**src/rtl/dac_pkg.sv**
```systemverilog
// Shared definitions for the DAC frame scheduler.
//   DAC_BITS    : width of one DAC word
//   CNT_SCK_W   : width of the bit-index output handed to the serial driver
//   CNT_SCK_END : bit-index value once all DAC_BITS bits have been clocked
//   dac_state_t : frame sequencer states
package dac_pkg;

  localparam int DAC_BITS  = 16;
  localparam int CNT_SCK_W = 5;
  localparam logic [CNT_SCK_W-1:0] CNT_SCK_END = 5'd16;

  typedef enum logic [2:0] {
    S_IDLE      = 3'd0,
    S_LOAD      = 3'd1,
    S_SHIFT     = 3'd2,
    S_CS_HOLD   = 3'd3,
    S_LDAC_WAIT = 3'd4,
    S_DONE      = 3'd5
  } dac_state_t;

endpackage

```
**src/rtl/dac_frame_scheduler_rr_arbiter.sv**
```systemverilog
// Combinational round-robin arbiter.
//   req    : per-channel request levels
//   rr_ptr : highest-priority channel for this decision
//   enable : gates the valid flag
//   grant  : first requesting channel at or after rr_ptr (cyclic)
//   valid  : enable and at least one request present
module rr_arbiter #(
  parameter int N_CH = 4,
  parameter int CHW  = 2
) (
  input  logic [N_CH-1:0] req,
  input  logic [CHW-1:0]  rr_ptr,
  input  logic            enable,
  output logic [CHW-1:0]  grant,
  output logic            valid
);

  logic [CHW-1:0] hi_idx;
  logic           hi_ok;
  logic [CHW-1:0] lo_idx;
  logic           lo_ok;

  // Scanning downwards leaves the lowest matching index in each result:
  // hi_* is the lowest request at or above rr_ptr, lo_* the lowest overall,
  // which is the wrap-around winner when nothing sits at or above rr_ptr.
  always_comb begin
    hi_idx = '0;
    hi_ok  = 1'b0;
    lo_idx = '0;
    lo_ok  = 1'b0;
    for (int k = N_CH - 1; k >= 0; k--) begin
      if (req[k]) begin
        lo_idx = CHW'(k);
        lo_ok  = 1'b1;
        if (CHW'(k) >= rr_ptr) begin
          hi_idx = CHW'(k);
          hi_ok  = 1'b1;
        end
      end
    end
    valid = enable && lo_ok;
    grant = hi_ok ? hi_idx : lo_idx;
  end

endmodule

```
**src/rtl/dac_frame_scheduler.sv**
```systemverilog
// Round-robin scheduler sharing one serial DAC driver among N_CH channels.
// Each grant runs one frame: LOAD (en_dac pulse, cs low), SHIFT (16 sck
// periods of 2*SCK_DIV clk), CS_HOLD (SCK_DIV clk), LDAC_WAIT (LDAC_WAIT
// clk with cs high), DONE (ack pulse).
//   clk, rst_n  : clock, asynchronous active-low reset
//   key_state   : global enable; low aborts the frame and returns to idle
//   req/data_in : per-channel request levels and 16-bit words
//   ack         : one-cycle pulse to the served channel
//   busy        : high from LOAD through DONE
//   ch_sel      : channel being served
//   data_sdi    : latched word for the driver, stable for the frame
//   en_dac, cs, sck, cnt_sck : driver control
//   state_dbg   : current sequencer state (dac_state_t encoding)
// Handshake: a channel holds req high until it sees its ack pulse; req is
// sampled only in IDLE, so dropping it mid-frame neither aborts nor
// suppresses the ack.
module dac_frame_scheduler
  import dac_pkg::*;
#(
  parameter int N_CH      = 4,
  parameter int CHW       = 2,
  parameter int SCK_DIV   = 2,
  parameter int LDAC_WAIT = 10
) (
  input  logic                     clk,
  input  logic                     rst_n,
  input  logic                     key_state,
  input  logic [N_CH-1:0]          req,
  input  logic [DAC_BITS*N_CH-1:0] data_in,
  output logic [N_CH-1:0]          ack,
  output logic                     busy,
  output logic [CHW-1:0]           ch_sel,
  output logic [DAC_BITS-1:0]      data_sdi,
  output logic                     en_dac,
  output logic                     cs,
  output logic                     sck,
  output logic [CNT_SCK_W-1:0]     cnt_sck,
  output logic [2:0]               state_dbg
);

  localparam int DIV_W  = (SCK_DIV > 1) ? $clog2(SCK_DIV) : 1;
  localparam int WAIT_W = (LDAC_WAIT > 1) ? $clog2(LDAC_WAIT) : 1;
  localparam logic [DIV_W-1:0]  DIV_LAST  = DIV_W'(SCK_DIV - 1);
  localparam logic [WAIT_W-1:0] WAIT_LAST = WAIT_W'(LDAC_WAIT - 1);
  localparam logic [CNT_SCK_W-1:0] LAST_BIT = CNT_SCK_END - 5'd1;

  dac_state_t            state_q, state_d;
  logic [CHW-1:0]        ch_sel_q, ch_sel_d;
  logic [CHW-1:0]        rr_ptr_q, rr_ptr_d;
  logic [DAC_BITS-1:0]   data_q, data_d;
  logic                  sck_q, sck_d;
  logic [CNT_SCK_W-1:0]  cnt_q, cnt_d;
  logic [DIV_W-1:0]      div_q, div_d;
  logic [WAIT_W-1:0]     wait_q, wait_d;

  logic [CHW-1:0]        gnt_idx;
  logic                  gnt_valid;
  logic [DAC_BITS-1:0]   gnt_data;

  rr_arbiter #(
    .N_CH (N_CH),
    .CHW  (CHW)
  ) u_arb (
    .req    (req),
    .rr_ptr (rr_ptr_q),
    .enable (key_state && (state_q == S_IDLE)),
    .grant  (gnt_idx),
    .valid  (gnt_valid)
  );

  always_comb begin
    gnt_data = '0;
    for (int k = 0; k < N_CH; k++) begin
      if (gnt_idx == CHW'(k)) gnt_data = data_in[k*DAC_BITS +: DAC_BITS];
    end
  end

  always_ff @(posedge clk or negedge rst_n) begin
    if (!rst_n) begin
      state_q  <= S_IDLE;
      ch_sel_q <= '0;
      rr_ptr_q <= '0;
      data_q   <= '0;
      sck_q    <= 1'b0;
      cnt_q    <= '0;
      div_q    <= '0;
      wait_q   <= '0;
    end else begin
      state_q  <= state_d;
      ch_sel_q <= ch_sel_d;
      rr_ptr_q <= rr_ptr_d;
      data_q   <= data_d;
      sck_q    <= sck_d;
      cnt_q    <= cnt_d;
      div_q    <= div_d;
      wait_q   <= wait_d;
    end
  end

  // Counters only advance while below their terminal value, so they can
  // never wrap inside a frame.
  always_comb begin
    state_d  = state_q;
    ch_sel_d = ch_sel_q;
    rr_ptr_d = rr_ptr_q;
    data_d   = data_q;
    sck_d    = sck_q;
    cnt_d    = cnt_q;
    div_d    = div_q;
    wait_d   = wait_q;
    if (!key_state) begin
      // Abort: idle the driver lines; rr_ptr keeps its value.
      state_d = S_IDLE;
      data_d  = '0;
      sck_d   = 1'b0;
      cnt_d   = '0;
      div_d   = '0;
      wait_d  = '0;
    end else begin
      case (state_q)
        S_IDLE: begin
          if (gnt_valid) begin
            state_d  = S_LOAD;
            ch_sel_d = gnt_idx;
            data_d   = gnt_data;
            sck_d    = 1'b0;
            cnt_d    = '0;
            div_d    = '0;
          end
        end
        S_LOAD: begin
          state_d = S_SHIFT;
          sck_d   = 1'b0;
          cnt_d   = '0;
          div_d   = '0;
        end
        S_SHIFT: begin
          if (div_q == DIV_LAST) begin
            div_d = '0;
            if (!sck_q) begin
              sck_d = 1'b1;
            end else begin
              // Falling edge advances the bit index; after the last bit's
              // high half the index parks at CNT_SCK_END.
              sck_d = 1'b0;
              if (cnt_q == LAST_BIT) begin
                cnt_d   = CNT_SCK_END;
                state_d = S_CS_HOLD;
              end else begin
                cnt_d = cnt_q + 5'd1;
              end
            end
          end else begin
            div_d = div_q + DIV_W'(1);
          end
        end
        S_CS_HOLD: begin
          if (div_q == DIV_LAST) begin
            div_d   = '0;
            wait_d  = '0;
            state_d = S_LDAC_WAIT;
          end else begin
            div_d = div_q + DIV_W'(1);
          end
        end
        S_LDAC_WAIT: begin
          if (wait_q == WAIT_LAST) begin
            state_d = S_DONE;
            cnt_d   = '0;
          end else begin
            wait_d = wait_q + WAIT_W'(1);
          end
        end
        S_DONE: begin
          state_d  = S_IDLE;
          rr_ptr_d = (ch_sel_q == CHW'(N_CH - 1)) ? '0 : ch_sel_q + CHW'(1);
        end
        default: state_d = S_IDLE;
      endcase
    end
  end

  assign en_dac    = (state_q == S_LOAD);
  assign busy      = (state_q != S_IDLE);
  assign cs        = !((state_q == S_LOAD) || (state_q == S_SHIFT) || (state_q == S_CS_HOLD));
  assign sck       = sck_q;
  assign cnt_sck   = cnt_q;
  assign data_sdi  = data_q;
  assign ch_sel    = ch_sel_q;
  assign state_dbg = state_q;
  // Gated by key_state so an abort landing on DONE yields no ack, matching
  // the rr_ptr update that the abort also suppresses.
  assign ack = ((state_q == S_DONE) && key_state) ? (N_CH'(1) << ch_sel_q) : '0;

endmodule

```
**config.mk**
```make
export PLATFORM = sky130hd
export DESIGN_NAME = dac_frame_scheduler
export DESIGN_NICKNAME = d
export VERILOG_FILES = /design/src/rtl/dac_pkg.sv /design/src/rtl/dac_frame_scheduler_rr_arbiter.sv /design/src/rtl/dac_frame_scheduler.sv
export SDC_FILE = /design/constraint.sdc
export NUM_CORES = 1
export LEC_CHECK = 0
export CORE_MARGIN = 2
export CORE_UTILIZATION = 36
export DETAILED_ROUTE_END_ITERATION = 8
export PLACE_DENSITY = 0.74
export SLEW_MARGIN = 20
export SYNTH_ARGS = -nofsm -noshare
export SYNTH_HDL_FRONTEND = slang
export SYNTH_SLANG_ARGS = --single-unit
```
**constraint.sdc**
```tcl
create_clock -name clk -period 4.42 [get_ports clk]
set_clock_uncertainty 0.2 [all_clocks]
set_input_delay 0.884 -clock clk [delete_from_list [all_inputs] [get_ports clk]]
set_output_delay 0.884 -clock clk [all_outputs]
set_load 0.02 [all_outputs]
```
==> reports/results.tsv <==
stage	metric	value	unit
outcome	status	finished clean	
setup_path	Setup crit start	key_state	
synthesis	Post-synth ARST share	100	%
die	Core ar.	6350	sq um
setup_path	WS Path Type	input pin to output pin	
routing	DR top layer	met4	
timing	unrepaired setup endpoints after global routing	false	
routing	M1 wire length	2650	um
grt	Total GRT Usage	17.2	%
setup_path	RR Startpoint	state_dbg[0]	
final_layout	Layout area overhead	49.8	%
synthesis	Synth top area share	36.1	%
cts	worst-skew pair later-pin latency	0.29	ns
cts	Hold Buf Count CTS	0	
setup_path	crit-path most repeated cell	clkdlybuf4s50_1	
timing	post-layout min period	3.77	ns
timing	Hold Vio Cnt, Final	0	
setup_path	slowest CP cell	clkdlybuf4s50_1	
routing	DRC violations left	0	
cts	clk slew on worst S/H paths	0.07	ns
final_layout	Layout Utilization	55.6	%
die	starting density of the core	37.1	%
grt	first-pass GRT wire length	10000	um
routing	total wire length	6140	um
final_layout	# fillers	583	
synthesis	Synth cell types	50	
min_path	worst min-delay path class	register to register	
synthesis	EDFF count, synth	0	
grt	vias in the first global route	2105	
routing	vias per cell	5.14	
grt	initial antenna violation count	0	
setup_path	Startpoint Class	input pin	
setup_path	crit-path max FO	8	
final_layout	fin nets	410	
cts	count of cells resized by post-cts repair	0	
setup_path	max incr delay on CP	0.60	ns
timing	Slew Limit Fails	0	
timing	Slew HR	47.8	%
synthesis	Syn Area/Cell	10.4	sq um
setup_path	critical path arrival	2.69	ns
routing	WL met3	428	um
synthesis	Syn. warnings	0	
job	maxcap violations	0	
synthesis	commonest cells in the netlist	dfrtp_1, mux2i_1, nand2_1	
synthesis	FF+latch count, synth	34	
cts	CTS tree	yes	
die	die width	84.9	um
synthesis	Area contributors post-synth	dfrtp_1, mux2i_1, a2bb2oi_2	
timing	FMAX	265	MHz
final_layout	Antenna Cells	0	
power_and_ir_drop	power per cell area	478	nW/um^2
synthesis	predominant post-synthesis flop cell	dfrtp_1	
placement	hpwl dp	4630	um
setup_path	cell chain of the critical path	clkdlybuf4s50_1 -> nand2_1 -> nor2_1 -> and2_1 -> clkdlybuf4s50_1	
placement	PortBufs	104	
cts	CTS Buf Count	5	
final_layout	layout cells sized above 1	12.3	%
setup_path	Critical Path Sink Type	output pin	
die	die area	7210	sq um
min_path	HP Start	data_sdi[7]	
routing	iteration-0 DRC count of the detailed router	61	
cts	total number of H-tree levels	2	
synthesis	Mapped Area	2360	sq um
routing	DRT Pass-1 Iters	4	
die	I/O pin count	105	
timing	endpoints failing setup	0	
cts	CTS Sinks	34	
timing	setup tns final	0	ns
timing	Tcrit/Tclk final	85.3	%
routing	Routed WL per cell	15.0	um
cts	root buf cell	clkbuf_8	
cts	clk buf depth	2	
routing	number of routed nets with antenna violations	0	
synthesis	Syn Nets	306	
routing	met2 wirelength from detailed routing	3010	um
die	chip height	84.9	um
synthesis	post-synthesis sequential area ratio	36.1	%
die	row cnt	29	
power_and_ir_drop	LEAKAGE	1.50	nW
timing	actual slew at the worst max-slew pin	0.782	ns
synthesis	Post-Synthesis Cells	227	
placement	GP Congestion	0.866	
grt	pin count of the biggest net entering global routing	35	
setup_path	Data required, critical path	3.34	ns
synthesis	top cell type by total area after synthesis	dfrtp_1	
cts	post-CTS setup buffers	0	
routing	Vias	2101	
grt	grt ovf	0	
power_and_ir_drop	maximum vdd ir drop	0.000344	V
## through the flow
stage / cells / worst slack, ns / hold WS, ns / cell area, sq um / total power (W)
5_1_grt: 409 / 0.475 / 0.315 / 3530 / 0.00180
6_report: 409 / 0.648 / 0.289 / 3530 / 0.00169
3_3_place_gp: 401 / 0.637 / 0.269 / 3420 / 0.00141
2_1_floorplan: 227 / 1.90 / 0.296 / 2360 / 0.00108
4_1_cts: 409 / 0.638 / 0.294 / 3530 / 0.00171
3_5_place_dp: 401 / 0.643 / 0.278 / 3420 / 0.00143
## cells by family after synthesis
family          count (synthesis)  share of synthesized area [%]
simple gates                   64                           15.3
fa+ha+maj                       9                           4.67
mux                            35                           14.9
compound gates                 65                           23.7
buf+inv                        20                           5.31
flops                          34                           36.1
## sequential cells by signal (all words and copies together), names as in the netlist
signal / flops
rr_ptr_q: 2
cnt_sck: 5
data_sdi: 16
div_q: 1
state_dbg: 3
wait_q: 4
sck: 1
ch_sel: 2
## cells in the final DEF (no fill, tap or decap), types with 2 or more instances in the layout
cell type,n
o31ai_1,3
a2bb2oi_1,7
o21ai_0,12
inv_1,11
and2_1,6
a21oi_1,5
o211ai_1,2
nor3_1,3
nand2b_1,4
clkbuf_8,8
a2bb2oi_2,9
nor2_1,9
a221oi_1,2
mux2i_1,34
dfrtp_1,34
nand2_2,2
nand3b_1,2
clkdlybuf4s50_1,103
nand2_1,16
nor2b_1,4
o21ai_2,10
o21ai_1,7
and3_1,2
or2_2,2
nand3_1,5
buf_4,2
ha_1,8
## layer usage
layer  vias to the layer above  GRT usage (%)
li1                       1045              -
met1                       974           20.4
met2                        76           31.1
met3                         6           4.47
met4                         0           3.90
met5                         -              0
## report_power, final
group          internal, W  switching [W]  total, W
sequential        0.000407       0.000103  0.000510
combinational     0.000455       0.000452  0.000907
clock             0.000157       0.000113  0.000270
total              0.00102       0.000668   0.00169
## worst max-delay path, delay by kind of cell
kind,cells,cell delay (ns)
AND/OR/NAND/NOR,3,0.61
buffers and inverters,2,1.19
## area by class of cell
cell class,count,area (sq um),area share (%)
Timing Repair Buffer,106,1050,29.8
Multi-Input combinational cell,173,1380,39.1
Inverter,11,41.3,1.17
Clock buffer,8,110,3.12
Sequential cell,34,851,24.1
Tap cell,77,96.3,2.73
## worst paths after layout
check / end / slack (ns) / depth (start not counted)
max in group asynchronous: data_sdi[2] / 3.04 / 1
worst min register to register: data_sdi[7] / 0.29 / 2
worst max register to register: wait_q[2] / 2.15 / 5
worst min-delay path: data_sdi[7] / 0.29 / 2
worst max-delay path: ack[1] / 0.65 / 5
min in group asynchronous: cnt_sck[1] / 0.47 / 1
Power figures use the tool's default switching activity.
